--- src/rtl/cdf_map_reader.sv ---
// Reads the finished CDF table back from SRAM bin by bin and streams the
// equalized intensity of each bin to the pixel-remap stage over valid/ready.
module cdf_map_reader #(
    parameter int NUM_BINS    = 32,
    parameter int ADDR_W      = 5,
    parameter int DATA_W      = 16,
    parameter int MAP_W       = 8,
    parameter int LOG2_PIXELS = 12
) (
    input  logic              clk,
    input  logic              reset,
    input  logic              start,
    output logic              busy,
    output logic              done,
    output logic              mem_rd_en,
    output logic [ADDR_W-1:0] mem_addr,
    input  logic [DATA_W-1:0] mem_rdata,
    output logic              out_valid,
    input  logic              out_ready,
    output logic [ADDR_W-1:0] out_bin,
    output logic [MAP_W-1:0]  out_map
);

    localparam int                PROD_W    = DATA_W + MAP_W;
    localparam logic [ADDR_W-1:0] LAST_ADDR = ADDR_W'(NUM_BINS - 1);
    localparam logic [MAP_W-1:0]  MAP_MAX   = '1;

    typedef enum logic [1:0] {
        IDLE,
        READ,
        DRAIN,
        FINISH
    } state_t;

    state_t            r_state;
    logic [ADDR_W-1:0] r_rdAddr;
    logic              r_inFlight;
    logic [ADDR_W-1:0] r_flightAddr;
    logic [ADDR_W-1:0] r_fifoBin [2];
    logic [MAP_W-1:0]  r_fifoMap [2];
    logic              r_wrPtr;
    logic              r_rdPtr;
    logic [1:0]        r_count;

    logic              w_pop;
    logic              w_push;
    logic              w_issue;
    logic              w_lastIssue;
    logic [1:0]        w_committed;
    logic [1:0]        w_countNext;
    logic [PROD_W-1:0] w_product;
    logic [PROD_W-1:0] w_scaled;
    logic [MAP_W-1:0]  w_map;

    assign w_pop  = (r_count != 2'd0) && out_ready;
    assign w_push = r_inFlight;

    // Slots already spoken for once this cycle's pop leaves; counting the pop
    // lets a new read go out every cycle while the consumer keeps up.
    assign w_committed = r_count - {1'b0, w_pop} + {1'b0, r_inFlight};
    assign w_issue     = (r_state == READ) && (w_committed < 2'd2);
    assign w_lastIssue = w_issue && (r_rdAddr == LAST_ADDR);
    assign w_countNext = r_count + {1'b0, w_push} - {1'b0, w_pop};

    assign w_product = {{MAP_W{1'b0}}, mem_rdata} * {{DATA_W{1'b0}}, MAP_MAX};
    assign w_scaled  = w_product >> LOG2_PIXELS;
    assign w_map     = (w_scaled > PROD_W'(MAP_MAX)) ? MAP_MAX : w_scaled[MAP_W-1:0];

    always_ff @(posedge clk or negedge reset) begin
        if (!reset) begin
            r_state  <= IDLE;
            r_rdAddr <= '0;
        end else begin
            case (r_state)
                IDLE: begin
                    if (start) begin
                        r_state  <= READ;
                        r_rdAddr <= '0;
                    end
                end
                READ: begin
                    if (w_issue) begin
                        r_rdAddr <= r_rdAddr + 1'b1;
                    end
                    if (w_lastIssue) begin
                        r_state <= DRAIN;
                    end
                end
                DRAIN: begin
                    // Leave as soon as the final beat is being accepted.
                    if (w_countNext == 2'd0) begin
                        r_state <= FINISH;
                    end
                end
                FINISH: begin
                    r_state <= IDLE;
                end
                default: begin
                    r_state <= IDLE;
                end
            endcase
        end
    end

    always_ff @(posedge clk or negedge reset) begin
        if (!reset) begin
            r_inFlight   <= 1'b0;
            r_flightAddr <= '0;
            r_wrPtr      <= 1'b0;
            r_rdPtr      <= 1'b0;
            r_count      <= 2'd0;
            for (int i = 0; i < 2; i++) begin
                r_fifoBin[i] <= '0;
                r_fifoMap[i] <= '0;
            end
        end else begin
            r_inFlight <= w_issue;
            if (w_issue) begin
                r_flightAddr <= r_rdAddr;
            end
            if (w_push) begin
                r_fifoBin[r_wrPtr] <= r_flightAddr;
                r_fifoMap[r_wrPtr] <= w_map;
                r_wrPtr            <= ~r_wrPtr;
            end
            if (w_pop) begin
                r_rdPtr <= ~r_rdPtr;
            end
            r_count <= w_countNext;
        end
    end

    assign mem_rd_en = w_issue;
    assign mem_addr  = w_issue ? r_rdAddr : '0;
    assign out_valid = (r_count != 2'd0);
    assign out_bin   = r_fifoBin[r_rdPtr];
    assign out_map   = r_fifoMap[r_rdPtr];
    assign done      = (r_state == FINISH);
    // busy rises in the very cycle start is sampled, but never while reset holds.
    assign busy      = reset && ((r_state == READ) || (r_state == DRAIN) ||
                                 ((r_state == IDLE) && start));

endmodule

--- config.mk ---
export PLATFORM = sky130hd
export DESIGN_NAME = cdf_map_reader
export DESIGN_NICKNAME = d
export VERILOG_FILES = /design/src/rtl/cdf_map_reader.sv
export SDC_FILE = /design/constraint.sdc
export NUM_CORES = 1
export LEC_CHECK = 0
export BUFFER_PORTS_ARGS = -buffer_cell sky130_fd_sc_hd__clkbuf_2
export CELL_PAD_IN_SITES_DETAIL_PLACEMENT = 0
export CELL_PAD_IN_SITES_GLOBAL_PLACEMENT = 1
export CORE_MARGIN = 1
export CORE_UTILIZATION = 30
export DETAILED_ROUTE_END_ITERATION = 6
export PLACE_DENSITY_LB_ADDON = 0.1
export SLEW_MARGIN = 20
export SYNTH_ARGS = -nofsm -noshare
export SYNTH_HDL_FRONTEND = slang
export SYNTH_SLANG_ARGS = --single-unit
--- constraint.sdc ---
create_clock -name clk -period 3.1 [get_ports clk]
set_input_delay 0.775 -clock clk [delete_from_list [all_inputs] [get_ports clk]]
set_output_delay 0.775 -clock clk [all_outputs]
set_load 0.01 [all_outputs]
* After elaboration in Yosys (flattened, before gate mapping) *
Cells that the tools add are included.

cells by class
  add/sub/neg operators = 5
  multipliers = 1
  divide/modulo/power cells = 0
  $lt $le $gt $ge = 5
  equality and inequality tests = 8
  shift operators = 0
  mux-type cells = 21
  bitwise logic cells = 4
  reduce and logical (&&, ||, !) cells = 14

operators by type and width
  cell                     number
  $mux W8                  5
  $mux W5                  7
  $mul A16 B8 Y24 const B  1
  $bwmux W16               1
  $gt A12 B8 Y1 const B    1
  $bwmux W10               1
  $pmux W5 S2              1
  $demux W8 S1             1
  $ne A2 B2 Y1 const B     4
  $pmux W2 S4              1
  $logic_and A1 B1 Y1      6
  $mux W2                  3
  $reduce_and A3 Y1        2
  $add A5 B1 Y5 const B    1
  $demux W5 S1             1
  $eq A5 B5 Y1 const B     1
  $add A2 B1 Y2            2
  $eq A2 B2 Y1 const B     2
  $ge A2 B2 Y1 const B     2
  $logic_not A2 Y1         2
  $not A1 Y2               2
  $reduce_bool A2 Y1       2
  $sub A2 B1 Y2            2
  $eq A2 B1 Y1 const B     1
  4 further kinds          6

word-level totals
  register bits = 43
  latch bits = 0
  memory bits (writable) = 0
  ROM bits = 0
  input bits = 20
  output and inout port bits = 22
  word-level logic and storage cells = 69
  memories = 0

* Logic depth before layout (Yosys ltp) *
Gate-level depths: netlist (run 1).

  word-level depth = 9
  depth in mapped cells = 18
  mapped depth without buffers = 16

* Worst setup path before layout (run 1) *
No wires, ideal clock.

  path type = input-to-reg
  start point = in mem_rdata[6]
  end point = reg r_fifoMap[15] in the netlist's numbering
  library setup time = 139 ps
  arrival = 5018 ps
  data required time = 2961 ps
  slack = -2056 ps
  stages on the path = 17
  buffers on the path = 1
  path through = inv_1 -> fa_1 -> inv_1 -> fa_1 -> fa_1 -> inv_1 -> fa_1 -> inv_1 -> ha_1 -> a21oi_1 -> o22ai_1 -> a311oi_1 -> a21oi_2 -> xnor2_1 -> nor4_4 -> buf_6 -> a31oi_1

on the way
  word-level cells in the longest chain between the ends = 4

ends and longest elaborated chain
  what                           line  text
  start, declared                17    input logic [DATA_W-1:0] mem_rdata,
  $mul A16 B8 Y24 (*)            65    assign w_product = {{MAP_W{1'b0}}, mem_rdata} * {{DATA_W{1'b0}}, MAP_MAX};
  $gt A12 B8 Y1                  67    assign w_map = (w_scaled > PROD_W'(MAP_MAX)) ? MAP_MAX : w_scaled[MAP_W-1:0];
  $mux W8 (*)                    67
  $bwmux W16 (*)                 123   r_fifoMap[r_wrPtr] <= w_map;
  end signal, assigned by index  123
  end, declared                  40    logic [MAP_W-1:0] r_fifoMap [2];

Mark *: on every way between the ends. The rest lies on a longest branch, timed or not.
A chain may end at the register's enable or synchronous reset.

* Final worst setup path (run 1) *
  start point = in mem_rdata[6]
  end point = reg r_fifoMap[2] in the netlist's numbering

The elaborated chain is that of the path after synthesis.

==> results of run 1 <==
-- repair_timing --
action | in CTS | in global routing
buffers inserted | 1 | 2
pin swaps | 6 | 2
gates cloned | 0 | 0
gates resized for setup | 15 | 7
setup endpoints to repair | 18 | 22
hold buffers | 0 | 0
-- stage by stage --
step,instances,instance area [um^2],setup TNS [ns],hold slack [ns],worst slack [ns]
after floorplan,528,5350,-27.60,0.455,-1.78
after global placement,855,6360,-33.72,0.469,-2.13
after detailed placement,855,6360,-33.53,0.474,-2.12
after CTS,864,6630,-27.56,0.485,-1.75
after global routing,866,6670,-31.04,0.511,-1.99
final,866,6670,-27.31,0.481,-1.73
-- registers in the layout, summed over array words and instances, names as in the netlist --
name	count
r_count	2
r_fifoBin	10
r_fifoMap	16
r_flightAddr	5
r_inFlight	1
r_rdAddr	5
r_rdPtr	1
r_state	2
r_wrPtr	1
-- area by class of cell --
class                   instances  share of cell area
multi-input cells             339               0.569
flip-flops and latches         43               0.161
repair buffers                124               0.126
inverters                     132              0.0771
well taps                     220              0.0413
clock buffers                   5              0.0188
clock inverters                 3             0.00657
-- cells by family after synthesis --
family | synth area share
flops | 0.210
mux | 0.0637
fa+ha+maj | 0.392
xor+xnor | 0.0273
buf+inv | 0.109
compound gates | 0.113
simple gates | 0.0854
-- synthesized netlist by cell type, drive strengths merged, types with 2 or more instances --
| library cell | instances | area share |
|---|---|---|
| inv | 132 | 0.097 |
| fa | 69 | 0.27 |
| ha | 50 | 0.12 |
| dfrtp | 43 | 0.21 |
| mux2 | 29 | 0.064 |
| nor2 | 27 | 0.020 |
| a21oi | 26 | 0.027 |
| nand2 | 24 | 0.018 |
| a31oi | 16 | 0.020 |
| o21ai | 15 | 0.015 |
| clkbuf | 9 | 0.0066 |
| xnor2 | 9 | 0.015 |
| and3 | 7 | 0.0085 |
| xor2 | 7 | 0.012 |
| nand4 | 6 | 0.0085 |
| nor2b | 6 | 0.0073 |
| a211oi | 5 | 0.0073 |
| buf | 5 | 0.0061 |
| a22o | 4 | 0.0068 |
| and2 | 4 | 0.0049 |
| nand3 | 3 | 0.0029 |
| nor3 | 3 | 0.0029 |
| o211ai | 3 | 0.0044 |
| nor4 | 2 | 0.0054 |
| o21a | 2 | 0.0029 |
| o21bai | 2 | 0.0029 |
| o22ai | 2 | 0.0024 |
-- routing by layer --
metal,wire (um),share of wire
met5,0,0
met4,41,0.0036
met3,225,0.020
met2,5610,0.49
met1,5580,0.49
-- worst paths after layout --
kind	from	to	slack, ns	cells past startpoint
max in group asynchronous	reset	r_state[0]	2.11	2
setup reg to reg	r_count[0]	r_state[1]	0.54	13
min in group asynchronous	reset	r_rdAddr[1]	0.58	2
hold reg to reg	r_wrPtr	r_wrPtr	0.48	1
setup / recovery	mem_rdata[6]	r_fifoMap[2]	-1.73	19
hold / removal	r_wrPtr	r_wrPtr	0.48	1
==> impl_metrics.json, run 1 <==
{
  "die_w_um": 133,
  "synth_flop_cell": "dfrtp_1",
  "rows": 47,
  "grt_first_pass_wirelength_um": 20700,
  "synthCells": 528,
  "numCtsBuffers": 5,
  "initial_utilization": 0.308,
  "busiest_layer": "met2",
  "path_clk_slew_ns": 0.06,
  "firstDrtPassIters": 4,
  "worst_slack_ns": -1.73,
  "relSlewSlack": 0.434,
  "final_core_util": 0.401,
  "cap_violations": 0,
  "final_cell_mix": "122 x inv_1, 82 x buf_4, 66 x fa_1, 43 x dfrtp_1, 41 x clkbuf_2",
  "grt_use_met3": 0.0165,
  "cts.sinks": 43,
  "wl_per_cell_um": 13.2,
  "fillerInstances": 1673,
  "die_y_um": 133,
  "ys_seq_elements": 43,
  "nets": 784,
  "grtUsageTotal": 0.144,
  "yosysSeqAreaShare": 0.210,
  "syn_avg_cell_area_um2": 9.71,
  "dieArea_mm2": 0.0176,
  "crit_chain": "clkbuf_2 > clkinvlp_4 > fa_2 > fa_1 > inv_1 > fa_1 > inv_1 > fa_1 > inv_2 > ha_4 > buf_4 > nand2_1 > o21ai_1 > nand4_1 > nand4_1 > a211oi_2 > nor4_4 > buf_12 > a31oi_1",
  "drv_slew": 0,
  "overflow": 0,
  "finalClockSkew_ns": 0.00596,
  "htreeDepth": 2,
  "grt.met1_usage": 0.198,
  "required_ns": 3.23,
  "async_reset_ff_frac": 1.00,
  "routed_via_density": 4.59,
  "ant_nets": 0,
  "place.gp.congestion": 0.777,
  "first_global_vias": 4356,
  "drc": 0,
  "cpMostUsedCell": "fa_1",
  "grt_max_degree": 44,
  "dp_hpwl_um": 9660,
  "hold_violations": 0,
  "cp_slowest_cell": "fa_1",
  "vias": 3972,
  "drt-total-wl_um": 11500,
  "post-route-period-util": 1.56,
  "synth_area_mm2": 0.00513,
  "clk_latency_ns": 0.28,
  "crit_fanout": 16,
  "violations": "negative setup slack",
  "synth_edf_count": 0,
  "syn_nets": 667,
  "outcome": "finished with violations",
  "cts_tree": "built",
  "worst_slew_pin_slew_ns": 0.848,
  "start_kind": "input port",
  "cp_data_arrival_time_ns": 4.96,
  "cp-end-kind": "flop",
  "cts_max_path_buffers": 2,
  "fmax_mhz": 207,
  "slowest_delay_ns": 0.54,
  "crit_type": "in -> reg",
  "ys_types": 51,
  "drt_first_iter_violations": 195,
  "io_buffer_count": 41,
  "setup_violations": 16,
  "min_period_ns": 4.83,
  "regArea_mm2": 0.00108,
  "hold_class": "reg -> reg",
  "yosys_warnings": 0,
  "crit_family": "adder cells",
  "num_antenna_cells": 0,
  "area_growth_pct": 30.0,
  "rsz0062_at_grt": "true",
  "path_buf_inv": 7,
  "grt_util_met2": 0.249,
  "final_common_cell": "inv_1",
  "multi_input_area_mm2": 0.00379,
  "core-area_mm2": 0.0166,
  "antenna_found_initial": 0,
  "io_pins": 42,
  "drive_gt1_frac": 0.341,
  "cts_root_buf": "clkbuf_16"
}
Power of run 1 is left out: the tool's default activity adds up to more than one toggle a clock period on the data nets, which glitch-free logic cannot reach.
==> run 2, diff against run 1 <==
--- a/config.mk
+++ b/config.mk
@@ -8,9 +8,10 @@
 export BUFFER_PORTS_ARGS = -buffer_cell sky130_fd_sc_hd__clkbuf_2
 export CELL_PAD_IN_SITES_DETAIL_PLACEMENT = 0
 export CELL_PAD_IN_SITES_GLOBAL_PLACEMENT = 1
-export CORE_MARGIN = 1
+export CORE_MARGIN = 2
 export CORE_UTILIZATION = 30
 export DETAILED_ROUTE_END_ITERATION = 6
+export MAX_ROUTING_LAYER = met4
 export PLACE_DENSITY_LB_ADDON = 0.1
 export SLEW_MARGIN = 20
 export SYNTH_ARGS = -nofsm -noshare
==> run 2 against run 1 <==
  * The flow still finishes with violations (negative setup slack)
  * Sequential cell count is the same
  * Non-clock buffer count rose by 4
  * Core utilization grew 0.28 points
  * Via count shrank 1.1%
  * Worst hold slack better by 0.0016 ns
  * Final area is 0.69% higher
  * Fmax decreased by 0.39%
  * Critical endpoint unchanged
==> impl_metrics.json, run 2 (synthesis results as in run 1) <==
{
  "placed_cell_area_mm2": 0.00638,
  "violations": "negative setup slack",
  "drc": 0,
  "drv_slew": 0,
  "cp_data_arrival_time_ns": 4.97,
  "start_kind": "input port",
  "htreeDepth": 2,
  "relSlewSlack": 0.459,
  "crit_fanout": 16,
  "min_period_ns": 4.85,
  "whs_ns": 0.483,
  "worst_slack_ns": -1.75,
  "overflow": 0,
  "cp-end-kind": "flop",
  "numCtsBuffers": 5,
  "setup_violations": 16,
  "largest_reg_flops": 16,
  "hold_violations": 0,
  "drt_first_iter_violations": 200,
  "final_cell_mix": "122 x inv_1, 86 x buf_4, 65 x fa_1, 43 x ha_1, 43 x dfrtp_1",
  "fmax_mhz": 206,
  "path_clk_slew_ns": 0.06,
  "post-route-period-util": 1.56,
  "outcome": "finished with violations",
  "io_buffer_count": 41,
  "ant_nets": 0,
  "detailedPlace.worstSlack_ns": -2.11,
  "grtUsageTotal": 0.145,
  "drive_gt1_frac": 0.345,
  "required_ns": 3.22,
  "drt-total-wl_um": 11700,
  "regMostFlops": "r_fifoMap",
  "routed_via_density": 4.52,
  "dp_hpwl_um": 9750,
  "core-area_mm2": 0.0166,
  "vias": 3929,
  "grt_first_pass_wirelength_um": 20800,
  "first_global_vias": 4383,
  "rows": 47,
  "clk_latency_ns": 0.28,
  "final_core_util": 0.403,
  "final_common_cell": "inv_1",
  "finalClockSkew_ns": 0.00662,
  "grt_max_degree": 44,
  "antenna_found_initial": 0,
  "cts_tree": "built",
  "fillerInstances": 1649,
  "area_growth_pct": 30.9,
  "die_y_um": 135,
  "cap_violations": 0,
  "die_w_um": 135,
  "dieArea_mm2": 0.0181,
  "crit_type": "in -> reg",
  "worst_slew_pin_slew_ns": 0.812,
  "rsz0062_at_grt": "true",
  "top_regs": "r_fifoMap: 16 flops, r_fifoBin: 10 flops",
  "cts_max_path_buffers": 2,
  "cts_root_buf": "clkbuf_16",
  "initial_utilization": 0.308,
  "cts.sinks": 43,
  "io_pins": 42,
  "wl_per_cell_um": 13.4,
  "fin_area_mm2": 0.00671,
  "nets": 788,
  "firstDrtPassIters": 4,
  "num_antenna_cells": 0,
  "hold_class": "reg -> reg",
  "place.gp.congestion": 0.803
}
run 2: changes by cell type in the layout (fill, tap and decap cells not counted), moves of 2 or more:
cell      delta
clkbuf_2     -5
buf_2        +4
o21ai_1      -2
ha_4         -2
buf_4        +4
a21oi_4      +2
ha_1         +3
run 2: what timing repair did:
| action | 4_1_cts | 5_1_grt |
|---|---|---|
| gates cloned | 0 | 1 |
| buffers inserted | 1 | 2 |
| setup endpoints to repair | 16 | 22 |
| hold endpoints to repair | 0 | 0 |
| pin swaps | 9 | 4 |
| hold buffers | 0 | 0 |
| gates resized for setup | 9 | 22 |
run 2: worst paths after layout:
check | from | end | slack [ns] | depth (start not counted)
min reg2reg | r_wrPtr | r_wrPtr | 0.48 | 1
max in group asynchronous | reset | r_count[1] | 2.12 | 2
min in group asynchronous | reset | r_rdAddr[1] | 0.59 | 2
max reg2reg | r_count[1] | r_state[1] | 0.52 | 12
max | mem_rdata[10] | r_fifoMap[2] | -1.75 | 16
min | r_wrPtr | r_wrPtr | 0.48 | 1
run 2: cell type report:
type | count | area (um^2) | area share
repair buffers | 128 | 877 | 0.131
inverters | 132 | 514 | 0.0766
clock inverters | 2 | 35.0 | 0.00522
multi-input cells | 339 | 3800 | 0.566
clock buffers | 6 | 139 | 0.0207
flip-flops and latches | 43 | 1080 | 0.160
well taps | 220 | 275 | 0.0410
run 2: metal layers:
| layer | vias up | part of all wire | global-route usage |
|---|---|---|---|
| li1 | 1945 | - | - |
| met1 | 1950 | 0.49 | 0.195 |
| met2 | 32 | 0.49 | 0.246 |
| met3 | 2 | 0.017 | 0.0169 |
| met4 | 0 | 0.0029 | 0.0123 |
| met5 | - | 0 | - |
run 2: worst max-delay path: stages:
cell and delay [ns]:
clkbuf_2 0.15, fa_2 0.54, fa_1 0.55, inv_1 0.05
fa_1 0.50, fa_1 0.54, inv_1 0.04, ha_1 0.34
o21a_1 0.22, o21a_1 0.17, o22ai_2 0.24, o21ai_4 0.11
xnor2_2 0.16, nor4_4 0.31, buf_12 0.18, a31oi_1 0.08
run 2: metrics by stage:
| stage | cells | TNS [ns] |
|---|---|---|
| 3_5_place_dp | 858 | -33.24 |
| 6_report | 870 | -27.55 |
| 5_1_grt | 870 | -31.25 |
| 2_1_floorplan | 528 | -27.60 |
| 3_3_place_gp | 858 | -33.78 |
| 4_1_cts | 867 | -27.73 |
Power of run 2 is left out for the same reason.
